**src/rtl/segment_transition_pkg.sv**
```systemverilog
// Shared types and default constants for the segment-transition controller
// that drives the active read segment of the modulation/STM index generators.
package segment_transition_pkg;

  localparam int NumSegment = 2;
  localparam int SegWidth   = (NumSegment > 2) ? $clog2(NumSegment) : 1;
  localparam int RepWidth   = 16;
  localparam int TimeWidth  = 64;
  localparam logic [RepWidth-1:0] RepInfinite = '1;

  typedef enum logic [7:0] {
    TRANSITION_MODE_SYNC_IDX = 8'h00,
    TRANSITION_MODE_SYS_TIME = 8'h01,
    TRANSITION_MODE_GPIO     = 8'h02,
    TRANSITION_MODE_EXT      = 8'hF0
  } transition_mode_t;

  typedef enum logic [1:0] {
    ST_RUN,
    ST_WAIT,
    ST_AUTO
  } state_t;

  function automatic logic mode_is_known(logic [7:0] mode);
    return (mode == TRANSITION_MODE_SYNC_IDX) || (mode == TRANSITION_MODE_SYS_TIME) ||
           (mode == TRANSITION_MODE_GPIO)     || (mode == TRANSITION_MODE_EXT);
  endfunction

endpackage

```
**src/rtl/segment_transition_if.sv**
```systemverilog
// Request, trigger-source and active-segment signals shared between the
// controller register file side and the segment-transition controller.
interface segment_transition_if
  import segment_transition_pkg::*;
#(
  parameter int NumSegment = segment_transition_pkg::NumSegment,
  parameter int SegWidth   = segment_transition_pkg::SegWidth,
  parameter int RepWidth   = segment_transition_pkg::RepWidth,
  parameter int TimeWidth  = segment_transition_pkg::TimeWidth
);
  logic                                 UPDATE;
  logic [SegWidth-1:0]                  REQ_SEGMENT;
  logic [7:0]                           REQ_MODE;
  logic [TimeWidth-1:0]                 TRANSITION_VALUE;
  logic [NumSegment-1:0][RepWidth-1:0]  REP;
  logic [TimeWidth-1:0]                 SYS_TIME;
  logic [3:0]                           GPIO_IN;
  logic                                 LOOP_END;
  logic [SegWidth-1:0]                  SEGMENT;
  logic                                 SWAP;
  logic                                 PENDING;
  logic                                 STOP;

  modport master (
    output UPDATE, REQ_SEGMENT, REQ_MODE, TRANSITION_VALUE, REP, SYS_TIME, GPIO_IN, LOOP_END,
    input  SEGMENT, SWAP, PENDING, STOP
  );

  modport slave (
    input  UPDATE, REQ_SEGMENT, REQ_MODE, TRANSITION_VALUE, REP, SYS_TIME, GPIO_IN, LOOP_END,
    output SEGMENT, SWAP, PENDING, STOP
  );
endinterface

```
**src/rtl/segment_transition_trigger.sv**
```systemverilog
// Trigger evaluation for an armed request: loop-end sync, absolute system time
// or a rising edge on one of the four GPIO pins.
module transition_trigger
  import segment_transition_pkg::*;
#(
  parameter int TimeWidth = segment_transition_pkg::TimeWidth
) (
  input  logic                 clk,
  input  logic                 rst_n,
  input  transition_mode_t     mode_i,
  input  logic [TimeWidth-1:0] value_i,
  input  logic [TimeWidth-1:0] sys_time_i,
  input  logic [3:0]           gpio_i,
  input  logic                 loop_end_i,
  output logic                 fire_o
);

  logic [3:0] gpio_q;
  logic [1:0] pin;

  assign pin = value_i[1:0];

  // NOTE: sequential state uses non-blocking assignments so every register
  // samples pre-edge values regardless of process ordering.
  always_ff @(posedge clk or negedge rst_n) begin
    if (!rst_n) begin
      gpio_q <= '0;
    end else begin
      gpio_q <= gpio_i;
    end
  end

  // NOTE: the output is given a default before the case so no path leaves it
  // unassigned, which would otherwise infer a latch.
  always_comb begin
    fire_o = 1'b0;
    case (mode_i)
      TRANSITION_MODE_SYNC_IDX: fire_o = loop_end_i;
      TRANSITION_MODE_SYS_TIME: fire_o = (sys_time_i >= value_i);
      TRANSITION_MODE_GPIO:     fire_o = gpio_i[pin] & ~gpio_q[pin];
      default:                  fire_o = 1'b0;
    endcase
  end

endmodule

```
**src/rtl/segment_transition.sv**
```systemverilog
// N-segment transition controller: arms requests, swaps on trigger, counts
// finite repetitions and runs the autonomous round-robin (EXT) mode.
module segment_transition
  import segment_transition_pkg::*;
#(
  parameter int NumSegment = segment_transition_pkg::NumSegment,
  parameter int SegWidth   = (NumSegment > 2) ? $clog2(NumSegment) : 1,
  parameter int RepWidth   = segment_transition_pkg::RepWidth,
  parameter int TimeWidth  = segment_transition_pkg::TimeWidth
) (
  input logic                 CLK,
  input logic                 RST_N,
  segment_transition_if.slave bus
);

  localparam logic [RepWidth-1:0] RepInf = '1;

  state_t               state_q, state_d;
  logic [SegWidth-1:0]  seg_q, seg_d, req_seg_q, req_seg_d, seg_next;
  transition_mode_t     req_mode_q, req_mode_d;
  logic [TimeWidth-1:0] req_value_q, req_value_d;
  logic [RepWidth-1:0]  cnt_q, cnt_d, rep_cur;
  logic swap_q, swap_d, pending_q, pending_d, stop_q, stop_d, inf_q, inf_d;
  logic fire, req_valid, seg_inf, last_loop, count_en;

  transition_trigger #(.TimeWidth(TimeWidth)) u_trigger (
    .clk        (CLK),
    .rst_n      (RST_N),
    .mode_i     (req_mode_q),
    .value_i    (req_value_q),
    .sys_time_i (bus.SYS_TIME),
    .gpio_i     (bus.GPIO_IN),
    .loop_end_i (bus.LOOP_END),
    .fire_o     (fire)
  );

  always_comb begin
    rep_cur = '0;
    for (int i = 0; i < NumSegment; i++) begin
      if (seg_q == SegWidth'(i)) rep_cur = bus.REP[i];
    end
  end

  // Segment 0 counts as infinite until the first real swap after reset.
  assign seg_inf   = inf_q || (rep_cur == RepInf);
  assign last_loop = (cnt_q == rep_cur);
  assign seg_next  = (seg_q == SegWidth'(NumSegment - 1)) ? '0 : seg_q + 1'b1;
  assign req_valid = bus.UPDATE && (32'(bus.REQ_SEGMENT) < NumSegment) &&
                     mode_is_known(bus.REQ_MODE);

  always_comb begin
    state_d     = state_q;
    seg_d       = seg_q;
    req_seg_d   = req_seg_q;
    req_mode_d  = req_mode_q;
    req_value_d = req_value_q;
    cnt_d       = cnt_q;
    stop_d      = stop_q;
    inf_d       = inf_q;
    swap_d      = 1'b0;
    count_en    = 1'b0;

    if (req_valid) begin
      req_seg_d   = bus.REQ_SEGMENT;
      req_mode_d  = transition_mode_t'(bus.REQ_MODE);
      req_value_d = bus.TRANSITION_VALUE;
      if (req_mode_d == TRANSITION_MODE_EXT) begin
        state_d = ST_AUTO;
        seg_d   = bus.REQ_SEGMENT;
        cnt_d   = '0;
        stop_d  = 1'b0;
        inf_d   = 1'b0;
        swap_d  = 1'b1;
      end else begin
        state_d = ST_WAIT;
      end
    end else begin
      unique case (state_q)
        ST_RUN:  count_en = 1'b1;
        ST_WAIT: begin
          if (fire) begin
            state_d = ST_RUN;
            seg_d   = req_seg_q;
            cnt_d   = '0;
            stop_d  = 1'b0;
            inf_d   = 1'b0;
            swap_d  = 1'b1;
          end else begin
            count_en = 1'b1;
          end
        end
        ST_AUTO: begin
          if (bus.LOOP_END && !seg_inf) begin
            if (last_loop) begin
              seg_d  = seg_next;
              cnt_d  = '0;
              swap_d = 1'b1;
            end else begin
              cnt_d = cnt_q + 1'b1;
            end
          end
        end
        default: state_d = ST_RUN;
      endcase

      if (count_en && bus.LOOP_END && !seg_inf && !stop_q) begin
        if (last_loop) stop_d = 1'b1;
        else           cnt_d  = cnt_q + 1'b1;
      end
    end

    pending_d = (state_d == ST_WAIT);
  end

  always_ff @(posedge CLK or negedge RST_N) begin
    if (!RST_N) begin
      state_q     <= ST_RUN;
      seg_q       <= '0;
      req_seg_q   <= '0;
      req_mode_q  <= TRANSITION_MODE_SYNC_IDX;
      req_value_q <= '0;
      cnt_q       <= '0;
      swap_q      <= 1'b0;
      pending_q   <= 1'b0;
      stop_q      <= 1'b0;
      inf_q       <= 1'b1;
    end else begin
      state_q     <= state_d;
      seg_q       <= seg_d;
      req_seg_q   <= req_seg_d;
      req_mode_q  <= req_mode_d;
      req_value_q <= req_value_d;
      cnt_q       <= cnt_d;
      swap_q      <= swap_d;
      pending_q   <= pending_d;
      stop_q      <= stop_d;
      inf_q       <= inf_d;
    end
  end

  assign bus.SEGMENT = seg_q;
  assign bus.SWAP    = swap_q;
  assign bus.PENDING = pending_q;
  assign bus.STOP    = stop_q;

endmodule

```
**src/flat_wrapper.sv**
```systemverilog
// flat-port wrapper written by rule: the top's interface ports become plain ports
module segment_transition_flat import segment_transition_pkg::*;
#(
  parameter int NumSegment = segment_transition_pkg::NumSegment,
  parameter int SegWidth   = (NumSegment > 2) ? $clog2(NumSegment) : 1,
  parameter int RepWidth   = segment_transition_pkg::RepWidth,
  parameter int TimeWidth  = segment_transition_pkg::TimeWidth
)
  (CLK, RST_N, bus_UPDATE, bus_REQ_SEGMENT, bus_REQ_MODE, bus_TRANSITION_VALUE, bus_REP, bus_SYS_TIME, bus_GPIO_IN, bus_LOOP_END, bus_SEGMENT, bus_SWAP, bus_PENDING, bus_STOP);
  segment_transition_if #(.NumSegment(NumSegment), .SegWidth(SegWidth), .RepWidth(RepWidth), .TimeWidth(TimeWidth)) bus_i ();
  input logic CLK;
  input logic RST_N;
  input wire logic [$bits(bus_i.UPDATE)-1:0] bus_UPDATE;
  input wire logic [$bits(bus_i.REQ_SEGMENT)-1:0] bus_REQ_SEGMENT;
  input wire logic [$bits(bus_i.REQ_MODE)-1:0] bus_REQ_MODE;
  input wire logic [$bits(bus_i.TRANSITION_VALUE)-1:0] bus_TRANSITION_VALUE;
  input wire logic [$bits(bus_i.REP)-1:0] bus_REP;
  input wire logic [$bits(bus_i.SYS_TIME)-1:0] bus_SYS_TIME;
  input wire logic [$bits(bus_i.GPIO_IN)-1:0] bus_GPIO_IN;
  input wire logic [$bits(bus_i.LOOP_END)-1:0] bus_LOOP_END;
  output wire logic [$bits(bus_i.SEGMENT)-1:0] bus_SEGMENT;
  output wire logic [$bits(bus_i.SWAP)-1:0] bus_SWAP;
  output wire logic [$bits(bus_i.PENDING)-1:0] bus_PENDING;
  output wire logic [$bits(bus_i.STOP)-1:0] bus_STOP;
  assign bus_i.UPDATE = bus_UPDATE;
  assign bus_i.REQ_SEGMENT = bus_REQ_SEGMENT;
  assign bus_i.REQ_MODE = bus_REQ_MODE;
  assign bus_i.TRANSITION_VALUE = bus_TRANSITION_VALUE;
  assign bus_i.REP = bus_REP;
  assign bus_i.SYS_TIME = bus_SYS_TIME;
  assign bus_i.GPIO_IN = bus_GPIO_IN;
  assign bus_i.LOOP_END = bus_LOOP_END;
  assign bus_SEGMENT = bus_i.SEGMENT;
  assign bus_SWAP = bus_i.SWAP;
  assign bus_PENDING = bus_i.PENDING;
  assign bus_STOP = bus_i.STOP;
  segment_transition #(.NumSegment(NumSegment), .SegWidth(SegWidth), .RepWidth(RepWidth), .TimeWidth(TimeWidth)) u_core (.CLK(CLK), .RST_N(RST_N), .bus(bus_i));
endmodule
```
**config.mk**
```make
export PLATFORM = sky130hd
export DESIGN_NAME = segment_transition_flat
export DESIGN_NICKNAME = d
export VERILOG_FILES = /design/src/rtl/segment_transition_pkg.sv /design/src/rtl/segment_transition_if.sv /design/src/rtl/segment_transition_trigger.sv /design/src/rtl/segment_transition.sv /design/src/flat_wrapper.sv
export SDC_FILE = /design/constraint.sdc
export NUM_CORES = 1
export LEC_CHECK = 0
export ABC_AREA = 1
export BUFFER_PORTS_ARGS = -buffer_cell sky130_fd_sc_hd__buf_2
export CORE_MARGIN = 3
export CORE_UTILIZATION = 53
export DETAILED_ROUTE_END_ITERATION = 6
export PLACE_DENSITY = 0.9
export SLEW_MARGIN = 25
export SYNTH_ARGS = -nofsm -noshare
export SYNTH_HDL_FRONTEND = slang
export SYNTH_HIERARCHICAL = 1
export SYNTH_SLANG_ARGS = --single-unit
```
**constraint.sdc**
```tcl
create_clock -name CLK -period 3.3 [get_ports CLK]
set_input_delay 0.165 -clock CLK [delete_from_list [all_inputs] [get_ports CLK]]
set_output_delay 0.165 -clock CLK [all_outputs]
set_load 0.05 [all_outputs]
```
* After elaboration in Yosys (flattened, before gate mapping)
Index checks and enable logic that the tools add are counted.
** Word-level totals
- Flip-flop bits (word level) :: 100
- Bits in latches :: 0
- Bits in writable memories :: 0
- ROM bits :: 0
- Input port bits :: 177
- Output and inout bits :: 4
- Memories kept :: 0
** Cells by class
- Add/subtract/negate cells :: 2
- Multipliers :: 0
- Divide/modulo/power cells :: 0
- Magnitude comparators :: 2
- Equal/unequal tests :: 14
- Shift-type cells :: 0
- Muxes and demuxes :: 43
- Bitwise gates (word level) :: 2
- Reduce and logical (&&, ||, !) cells :: 20
** Operators with widths (count)
- $mux W16 :: 8
- $ge A64 B64 Y1 :: 1
- $pmux W16 S2 :: 1
- $mux W1 :: 24
- $add A16 B1 Y16 const B :: 1
- $eq A16 B16 Y1 :: 1
- $eq A16 B16 Y1 const B :: 1
- $eq A8 B1 Y1 const B :: 2
- $eq A8 B2 Y1 const B :: 2
- $logic_not A8 Y1 :: 2
- $ne A3 B1 Y1 const B :: 3
- $eq A8 B8 Y1 const B :: 1
- $mux W2 :: 3
- $pmux W1 S2 :: 3
- $logic_and A1 B1 Y1 :: 5
- $reduce_and A5 Y1 :: 1
- $bmux W1 S2 :: 2
- $eq A2 B1 Y1 const B :: 2
- $logic_or A1 B1 Y1 :: 4
- $pmux W2 S2 :: 1
- $reduce_bool A2 Y1 :: 2
- $lt A2 B3 Y1 const B :: 1
- $pmux W1 S3 :: 1
- $reduce_and A3 Y1 :: 1
- 9 further kinds :: 10

* Logic depth before layout (Yosys ltp)
Gate-level depths: netlist of the first run.
- Depth after elaboration :: 13
- Gate-level depth with buffers :: 27
- Gate-level depth less buffers :: 27

* Hierarchy
Netlist of the first run, hierarchy kept.
** By module, submodules not included
- segment_transition :: times used 1, cells an instance 721, area each 5043.6 um^2
- transition_trigger :: times used 1, cells an instance 307, area each 1934.4 um^2

* Worst setup path before layout of the first run
OpenSTA, ideal clock, no wires.
- Path kind :: register -> register
- Start point :: register u_core.req_value_q[15]
- End point :: register u_core.cnt_q[12]
- Library setup time :: 116 ps
- Data arrival time :: 2267 ps
- Slack :: 917 ps
- Stages on the path, launching flop included :: 24
- Path buffers :: 0
- Period minus slack after synthesis :: 2383 ps
- Cell sequence :: dfrtp_1 -> inv_1 -> ha_1 -> a21o_1 -> nor2_1 -> nand2_1 -> nor2_1 -> nand2_1 -> nand2_1 -> nand2_1 -> nand2_1 -> nand2_1 -> nand2_1 -> nand2_1 -> inv_1 -> a21oi_1 -> nor2_1 -> inv_1 -> nor2_4 -> nand2_4 -> nand2_1 -> o21ai_0 -> nand2_1 -> nand2_1
** On the way
- Longest elaborated chain between the ends :: 10
- Elaborated cells on any way between the ends :: 13
- Those cells by class :: order compare (1); mux (9); reduce/logical (3)
** Ends and longest elaborated chain
- start, declared :: RTL line segment_transition.sv:21 : logic [TimeWidth-1:0] req_value_q, req_value_d;
- start signal, assigned :: RTL line segment_transition.sv:132 : req_value_q <= req_value_d;
- $ge A64 B64 Y1 (*) :: RTL line segment_transition_trigger.sv:39 : TRANSITION_MODE_SYS_TIME: fire_o = (sys_time_i >= value_i);
- $pmux W1 S3 (*) :: RTL line segment_transition_trigger.sv:37 : case (mode_i)
- via u_core.fire :: RTL line segment_transition.sv:24 : logic fire, req_valid, seg_inf, last_loop, count_en;
- $mux W1 :: RTL line segment_transition.sv:81 : if (fire) begin
- $pmux W1 S2 :: RTL line segment_transition.sv:78 : unique case (state_q)
- $mux W1 :: RTL line segment_transition.sv:63 : if (req_valid) begin
- $logic_and A1 B1 Y1 (3 in series) :: RTL line segment_transition.sv:106 : if (count_en && bus.LOOP_END && !seg_inf && !stop_q) begin
- $mux W16 (*) :: RTL line segment_transition.sv:106
- $mux W16 (*) :: RTL line segment_transition.sv:63
- end signal, assigned :: RTL line segment_transition.sv:133 : cnt_q <= cnt_d;
- end, declared :: RTL line segment_transition.sv:22 : logic [RepWidth-1:0] cnt_q, cnt_d, rep_cur;
The timed path passes the listed nets; every way through them passes the cells marked *. The select of a mux whose other input is x is not followed.
A chain may end at the register's enable or synchronous reset.

* Worst setup path after layout of the first run
- Start point :: register u_core.req_value_q[63]
- End point :: register u_core.stop_q, in the netlist u_core/bus.STOP
** On the way
- Longest elaborated chain between the ends :: 10
- Elaborated cells on any way between the ends :: 13
- Those cells by class :: order compare (1); mux (9); reduce/logical (3)
** Ends and longest elaborated chain
- $ge A64 B64 Y1 (*) :: RTL line segment_transition_trigger.sv:39
- $pmux W1 S3 (*) :: RTL line segment_transition_trigger.sv:37
- via u_core.fire :: RTL line segment_transition.sv:24
- $mux W1 :: RTL line segment_transition.sv:81
- $pmux W1 S2 :: RTL line segment_transition.sv:78
- $mux W1 :: RTL line segment_transition.sv:63
- $logic_and A1 B1 Y1 (3 in series) :: RTL line segment_transition.sv:106
- $mux W1 (*) :: RTL line segment_transition.sv:106
- $mux W1 (*) :: RTL line segment_transition.sv:63
- end signal, assigned :: RTL line segment_transition.sv:136 : stop_q <= stop_d;
- end, declared :: RTL line segment_transition.sv:23 : logic swap_q, swap_d, pending_q, pending_d, stop_q, stop_d, inf_q, inf_d;
Marked as above.

==> results.cfg, run 1 <==
[outcome]
outcome = completed

[layout]
post_layout_nonfiller_instances = 1388
n_fill_cell = 1120
layout-drive-gt1-share = 0.178
num_antenna_cells = 0
post-route-cell-area_sq_um = 8410
nets = 1457
final_core_util = 0.661
flow.area_growth_from_synthesis_pct = 20.5

[clock_network]
cts_made_buffers = 9
path_clk_slew_ns = 0.07
post-cts-setup-buffers = 0
h-tree-depth = 3
clkLatencyLatePin_ns = 0.35
max-clock-path-buffers = 2
clock_tree.root_cell = sky130_fd_sc_hd__clkbuf_16
cts_tree = yes
clock-sinks = 100

[place]
total_half_perimeter_wirelength_after_legalization_and_detailed_placement_mm = 13.9
preCtsSetupSlack_ns = 0.457
place.detailed.instances = 1361
placed_cell_area_sq_um = 8020
buffer_ports.inserted = 180
routabilityCongestion = 0.920

[synthesis]
post_synth_instance_area_sq_um = 6980
seq_area_frac_synth = 0.359
warning_count_from_the_yosys_run = 6
net_count_synth = 1274
most_instantiated_flip_flop_cell_in_the_synthesis_netlist = sky130_fd_sc_hd__dfrtp_1
synth.ff_latch_count = 100
synth-edff-count = 0
synth_cell_type_count = 38
synthCells = 1028
asyncSetResetFlopFracSynth = 1.00
avgSynthCellArea_sq_um = 6.79

[timing]
timing.final.max_slew_violations = 0
hold_viol_final = 0
setup-violations-final = 0
setup_repair_after_global_routing_missed_its_margin = no
final.setup.tns_ns = 0
fin_skew_ns = 0.00852
max-slew-margin-rel = 0.388
fin_crit_ns = 2.91
worst-slew-pin-transition_ns = 0.918
final.setup.worst_slack_ns = 0.387
fmax_ghz = 0.343
ratio_of_final_minimum_period_to_clock_period = 0.883

[grt]
grt_pass1_wl_mm = 30.3
largest_net_degree_at_the_start_of_global_routing = 94
grtUsageTotal = 0.257
vias_in_the_first_global_route = 6971
grt.overflow.total = 0
number_of_antenna_violations_at_the_first_check_in_global_routing = 0

[floorplanning]
fp.dieW_um = 121
die_area_sq_um = 14600
ios = 181
fp-row-count = 41
chipHeight_um = 121
fp.coreArea_sq_um = 12700
start_util = 0.548

[route]
route.detailed.wl_per_inst_um = 13.2
route.antenna.remaining_nets = 0
total_wirelength_of_the_detailed_routed_design_mm = 18.4
drt_pass1_iterations = 6
drt_iter0_markers = 549
drc = 0
drt-vias-per-instance = 5.19
num_vias = 7199

[setup_path]
worst-setup-path-type = reg -> reg
worstPathMaxFanout = 8
critical_path.reg2reg.endpoint = u_core/bus.STOP$_DFFE_PN0P_
setup.worst_path.start_class = register
critical_path.most_common_cell = sky130_fd_sc_hd__nand2_1
crit_required_ns = 3.57
crit_path_max_incr_delay_ns = 0.38
r2r_start = u_core/req_value_q[63]$_DFFE_PN0N_
crit_path_top_delay_cell = sky130_fd_sc_hd__dfrtp_1
ff2ff_path_depth = 20
cells_traversed_along_the_worst_timing_path = inv_1, ha_1, nand4_1, nor3_2, nand3_1, nor2_4, nand2_1, nand2_1, nand2_1, nand2_1, inv_1, a21oi_1, nor2_1, inv_1, nor2_4, nand2_4, nand2_1, inv_2, nand2_1, o21ai_1
worst_case_register_to_register_setup_slack_ns = 0.39
setup.worst_path.end_class = register
worst_ep_arrival_time_ns = 3.19

[worst_hold_path]
worst_hold_startpoint = bus_TRANSITION_VALUE[4]
hold_path.class = in -> reg
hold-path-cell-count = 3
hold-path-endpoint = u_core/req_value_q[4]$_DFFE_PN0N_

[job]
cap_viol_max_count = 0

[power_and_ir_drop]
leakagePower_nw = 4.78
peakVddDrop_mv = 0.383
power-per-cell-area_nw_per_um2 = 479
==> cells by family (layout without fill, tap and decap cells) <==
logic type / count (synthesis) / after routing / synth area share
flops: 100 / 100 / 0.359
buf+inv: 162 / 350 / 0.0905
compound gates: 79 / 79 / 0.0653
xor+xnor: 8 / 8 / 0.0100
fa+ha+maj: 69 / 69 / 0.124
simple gates: 610 / 610 / 0.352
==> report_power, final <==
part           internal [W]  switching (W)
clock              0.000520       0.000479
sequential          0.00141       0.000160
combinational      0.000551       0.000902
total               0.00249        0.00154
==> metrics by stage <==
step                power, W  hold WS, ns
global placement     0.00294        0.201
CTS                  0.00404     0.000314
floorplan            0.00259       -0.131
finish               0.00403      0.00750
detailed placement   0.00300        0.211
global route         0.00435      0.00957
==> cells in the mapped netlist, drive strengths merged, types with 2 or more instances <==
master	n	share of area
nand2	472	0.26
inv	138	0.074
dfrtp	99	0.36
ha	69	0.12
nor2	64	0.037
nand3	45	0.032
a21oi	37	0.028
o21ai	27	0.019
nand4	17	0.015
clkbuf	14	0.0075
buf	10	0.0088
nor3	7	0.0057
xor2	7	0.0088
nand3b	4	0.0043
a21o	3	0.0032
o21a	3	0.0032
o2111ai	2	0.0025
o21bai	2	0.0038
==> cell usage in the layout (no fill, tap or decap), types with 7 or more instances in the layout <==
cell                            count
sky130_fd_sc_hd__nand2_1          467
sky130_fd_sc_hd__ha_1              69
sky130_fd_sc_hd__clkbuf_16          9
sky130_fd_sc_hd__o21ai_0           18
sky130_fd_sc_hd__buf_2            179
sky130_fd_sc_hd__o21ai_1            9
sky130_fd_sc_hd__dlygate4sd3_1     11
sky130_fd_sc_hd__a21oi_1           35
sky130_fd_sc_hd__dfrtp_1           99
sky130_fd_sc_hd__nand4_1           17
sky130_fd_sc_hd__inv_1            135
sky130_fd_sc_hd__xor2_1             7
sky130_fd_sc_hd__nor2_1            61
sky130_fd_sc_hd__nand3_1           45
==> sequential cells by signal (all words and copies together) (netlist names) <==
| register | cells |
|---|---|
| u_core/req_value_q | 64 |
| u_core/cnt_q | 16 |
| u_core/req_mode_q | 8 |
| u_core/u_trigger/gpio_q | 4 |
| u_core/state_q | 2 |
| u_core/bus.PENDING | 1 |
| u_core/bus.SEGMENT | 1 |
| u_core/bus.STOP | 1 |
| u_core/bus.SWAP | 1 |
| u_core/inf_q | 1 |
| u_core/req_seg_q | 1 |
==> worst max path at each step <==
stage | from | to | cells past startpoint
after floorplan | u_core/req_value_q[15]$_DFFE_PN0N_ | u_core/cnt_q[12]$_DFFE_PN0P_ | 23
after global placement | u_core/req_value_q[5]$_DFFE_PN0N_ | u_core/bus.STOP$_DFFE_PN0P_ | 24
after detailed placement | u_core/req_value_q[15]$_DFFE_PN0N_ | u_core/cnt_q[10]$_DFFE_PN0P_ | 22
after CTS | u_core/req_value_q[57]$_DFFE_PN0N_ | u_core/cnt_q[7]$_DFFE_PN0P_ | 21
after global routing | u_core/req_value_q[1]$_DFFE_PN0N_ | u_core/cnt_q[4]$_DFFE_PN0P_ | 26
final | u_core/req_value_q[63]$_DFFE_PN0N_ | u_core/bus.STOP$_DFFE_PN0P_ | 20
==> layout make-up <==
type                    count  area (sq um)  area share
multi-input cells         766          3840       0.457
flip-flops and latches    100          2500       0.298
repair buffers            196          1050       0.125
inverters                 138           518      0.0616
clock buffers              10           229      0.0272
well taps                 172           215      0.0256
clock inverters             6          48.8     0.00580
==> worst max-delay path: cells and delay by family (launching register included) <==
family	cells	cell delay, ns
compound gates	2	0.27
buf+inv	4	0.43
fa+ha+maj	1	0.32
flops	1	0.38
simple gates	13	1.43
==> routing by layer <==
metal,track usage,vias to the layer above,share of wire,wire length [um]
li1,-,3566,-,-
met1,0.308,3266,0.39,7190
met2,0.441,293,0.50,9180
met3,0.0463,74,0.070,1290
met4,0.129,0,0.039,711
met5,0,-,0,0
==> timing repair <==
action | 4_1_cts | 5_1_grt
hold buffers | 11 | 0
gates resized for setup | 0 | 0
hold endpoints to repair | 52 | 0
endpoints found under the setup margin | 0 | 0
No activity file was read; power rests on OpenSTA's default activity.
==> run 2, diff against run 1 <==
--- a/config.mk
+++ b/config.mk
@@ -8,11 +8,11 @@
 export ABC_AREA = 1
 export BUFFER_PORTS_ARGS = -buffer_cell sky130_fd_sc_hd__buf_2
 export CORE_MARGIN = 3
-export CORE_UTILIZATION = 53
+export CORE_UTILIZATION = 54
 export DETAILED_ROUTE_END_ITERATION = 6
-export PLACE_DENSITY = 0.9
+export PLACE_DENSITY = 0.91
 export SLEW_MARGIN = 25
 export SYNTH_ARGS = -nofsm -noshare
 export SYNTH_HDL_FRONTEND = slang
-export SYNTH_HIERARCHICAL = 1
 export SYNTH_SLANG_ARGS = --single-unit
+export TNS_END_PERCENT = 5
==> run 2 against run 1 <==
  * Power up 16%
  * Sequential share of layout area is 0.51 points higher
  * Non-clock buffer count down 6
  * Global-route usage grew 0.099 points
  * Critical path depth down 3
  * Largest cell class unchanged
  * Synthesized cell count down 6.9%
  * Critical endpoint is now u_core.cnt_q[12]$_DFFE_PN0P_
  * Worst hold slack improved by 0.016 ns
  * Routed wire length is 0.28% lower
  * Largest power group is now combinational logic
==> results.cfg, run 2 <==
[layout]
top_register = u_core.req_value_q
top_regs = u_core.req_value_q: 64 flops, u_core.cnt_q: 16 flops, u_core.req_mode_q: 8 flops
mostFrequentLayoutCells = sky130_fd_sc_hd__nand2_1 (306), sky130_fd_sc_hd__buf_2 (179), sky130_fd_sc_hd__inv_1 (125)
largest_register_ffs = 64
layout-drive-gt1-share = 0.197
nets = 1374
flow.area_growth_from_synthesis_pct = 19.6
num_antenna_cells = 0
leading_cell_type_in_the_layout_fill_and_taps_excluded = sky130_fd_sc_hd__nand2_1

[place]
total_half_perimeter_wirelength_after_legalization_and_detailed_placement_mm = 13.9
routabilityCongestion = 0.957
buffer_ports.inserted = 180

[grt]
vias_in_the_first_global_route = 6699
number_of_antenna_violations_at_the_first_check_in_global_routing = 0
grt_pass1_wl_mm = 30.4
grt.overflow.total = 0
grt-busiest-layer = met2
use_met1 = 0.325
grtUsageTotal = 0.257
groute.layer.met3.usage = 0.0617
grt_util_met2 = 0.423
largest_net_degree_at_the_start_of_global_routing = 81

[synthesis]
yosys.area.top_type_share = 0.358
asyncSetResetFlopFracSynth = 1.00
synthTopCellsByArea = sky130_fd_sc_hd__dfrtp_1 (36%), sky130_fd_sc_hd__nand2_1 (17%), sky130_fd_sc_hd__ha_1 (12%)
synth_cell_type_count = 39
most_instantiated_flip_flop_cell_in_the_synthesis_netlist = sky130_fd_sc_hd__dfrtp_1
synth.cells.most_frequent = sky130_fd_sc_hd__nand2_1 (306), sky130_fd_sc_hd__inv_1 (125), sky130_fd_sc_hd__dfrtp_1 (99), sky130_fd_sc_hd__o21ai_0 (85), sky130_fd_sc_hd__ha_1 (69)
avgSynthCellArea_sq_um = 7.22
synthCells = 957
post_synth_instance_area_sq_um = 6910
seq_area_frac_synth = 0.362
synth-edff-count = 0
net_count_synth = 1203
synth.ff_latch_count = 100
yosys.cell_count.top_type = sky130_fd_sc_hd__nand2_1
warning_count_from_the_yosys_run = 0
yosysTopAreaCell = sky130_fd_sc_hd__dfrtp_1

[clock_network]
post-cts-setup-buffers = 0
cts_tree = yes
cts_made_buffers = 9
clock-sinks = 100
clock_tree.root_cell = sky130_fd_sc_hd__clkbuf_16
h-tree-depth = 3
max-clock-path-buffers = 2
path_clk_slew_ns = 0.07
clkLatencyLatePin_ns = 0.34

[setup_path]
setup.worst_path.end_class = register
r2r_start = u_core.req_value_q[55]$_DFFE_PN0P_
worstPathMaxFanout = 19
crit_required_ns = 3.58
critical_path.reg2reg.endpoint = u_core.cnt_q[12]$_DFFE_PN0P_
worst_case_register_to_register_setup_slack_ns = 0.51
ff2ff_path_depth = 17
worst_ep_arrival_time_ns = 3.07
worst-setup-path-type = reg -> reg
setup.worst_path.start_class = register

[timing]
setup-violations-final = 0
ratio_of_final_minimum_period_to_clock_period = 0.845
fin_crit_ns = 2.79
setup_repair_after_global_routing_missed_its_margin = no
fin_skew_ns = 0.00837
max-slew-margin-rel = 0.529
worst-slew-pin-transition_ns = 0.706
timing.final.max_slew_violations = 0
hold_viol_final = 0
final.setup.tns_ns = 0
fmax_ghz = 0.359

[worst_hold_path]
hold_path.class = in -> reg
hold-path-endpoint = u_core.req_value_q[43]$_DFFE_PN0P_
hold-path-cell-count = 3
worst_hold_startpoint = bus_TRANSITION_VALUE[43]

[power_and_ir_drop]
leakagePower_nw = 4.53
total_power_w = 0.00466
power-per-cell-area_nw_per_um2 = 563
peakVddDrop_mv = 0.340

[floorplanning]
die_area_sq_um = 14200
start_util = 0.564
fp-row-count = 40
ios = 181
chipHeight_um = 119
fp.coreArea_sq_um = 12300
fp.dieW_um = 119

[outcome]
outcome = completed

[route]
route.antenna.remaining_nets = 0
route.detailed.wl_per_inst_um = 14.1
drt-vias-per-instance = 5.33
drt_iter0_markers = 410
num_vias = 6928
total_wirelength_of_the_detailed_routed_design_mm = 18.3
drt_pass1_iterations = 5
drc = 0

[job]
cap_viol_max_count = 0
-- run 2: changes by cell type after synthesis, sizes merged, moves of 8 or more --
cell	change
nand3	-8
o21ai	+77
nor2	-14
nand4	+10
a21oi	+12
nand2	-163
-- run 2: cell families after synthesis --
family          count (synthesis)  share of synthesized area
simple gates                  447                      0.277
compound gates                161                      0.120
fa+ha+maj                      69                      0.125
flops                         100                      0.362
xor+xnor                       16                     0.0203
buf+inv                       164                     0.0956
-- run 2: metrics by stage --
step                setup slack, ns  instance area [sq um]  utilization  cells  hold WS [ns]
detailed placement            0.540                   7930        0.646   1280         0.224
floorplan                      1.07                   6910            -    957        -0.131
finish                        0.511                   8270        0.674   1300        0.0238
global placement              0.667                   7930        0.646   1280         0.224
CTS                           0.519                   8270        0.674   1300        0.0198
global route                  0.189                   8270        0.674   1300        0.0395
-- run 2: how the worst max path moves through the flow --
stage	start	endpoint	depth (start not counted)
after floorplan	u_core.bus.SEGMENT$_DFFE_PN0P_	u_core.cnt_q[12]$_DFFE_PN0P_	16
after global placement	u_core.req_value_q[55]$_DFFE_PN0P_	u_core.cnt_q[2]$_DFFE_PN0P_	19
after detailed placement	u_core.req_value_q[55]$_DFFE_PN0P_	u_core.cnt_q[2]$_DFFE_PN0P_	17
after CTS	u_core.req_value_q[55]$_DFFE_PN0P_	u_core.cnt_q[2]$_DFFE_PN0P_	17
after global routing	u_core.req_value_q[55]$_DFFE_PN0P_	u_core.cnt_q[14]$_DFFE_PN0P_	17
final	u_core.req_value_q[55]$_DFFE_PN0P_	u_core.cnt_q[12]$_DFFE_PN0P_	17
-- run 2: power by group --
| part | internal (W) | leakage [nW] | switching [W] | total [W] |
|---|---|---|---|---|
| combinational | 0.000689 | 3.27 | 0.00113 | 0.00182 |
| sequential | 0.00152 | 1.12 | 0.000246 | 0.00177 |
| clock | 0.000606 | 0.146 | 0.000467 | 0.00107 |
| total | 0.00281 | 4.53 | 0.00184 | 0.00466 |
-- run 2: layout make-up --
| cell class | count | area, sq um |
|---|---|---|
| clock buffer | 11 | 243 |
| sequential | 100 | 2500 |
| timing repair buffer | 190 | 1000 |
| tap | 168 | 210 |
| multi-input combinational | 693 | 3750 |
| inverter | 134 | 508 |
| fill | 990 | 3990 |
| clock inverter | 4 | 48.8 |
-- run 2: critical path, stage by stage, from the launching register on --
cell and delay, ns:
sky130_fd_sc_hd__dfrtp_1 0.33, sky130_fd_sc_hd__inv_1 0.05, sky130_fd_sc_hd__ha_1 0.30, sky130_fd_sc_hd__nand2_1 0.08, sky130_fd_sc_hd__nor2_1 0.13, sky130_fd_sc_hd__nor3b_2 0.22
sky130_fd_sc_hd__nand2_1 0.13, sky130_fd_sc_hd__nor3_1 0.21, sky130_fd_sc_hd__nand2_1 0.08, sky130_fd_sc_hd__nand2_1 0.06, sky130_fd_sc_hd__nand2_1 0.08, sky130_fd_sc_hd__nand3_1 0.12
sky130_fd_sc_hd__nand2_2 0.26, sky130_fd_sc_hd__nand3_2 0.25, sky130_fd_sc_hd__nand2_1 0.09, sky130_fd_sc_hd__inv_2 0.18, sky130_fd_sc_hd__nand2_1 0.08, sky130_fd_sc_hd__nand3_1 0.08
-- run 2: metal layers --
metal	vias to the layer above	share of wire
met1	3117	0.41
li1	3428	-
met5	-	0
met3	57	0.096
met4	0	0.033
met2	326	0.46
-- run 2: timing repair --
action	4_1_cts	5_1_grt
hold buffers	5	0
resized for setup	0	0
endpoints found under the hold margin	50	0
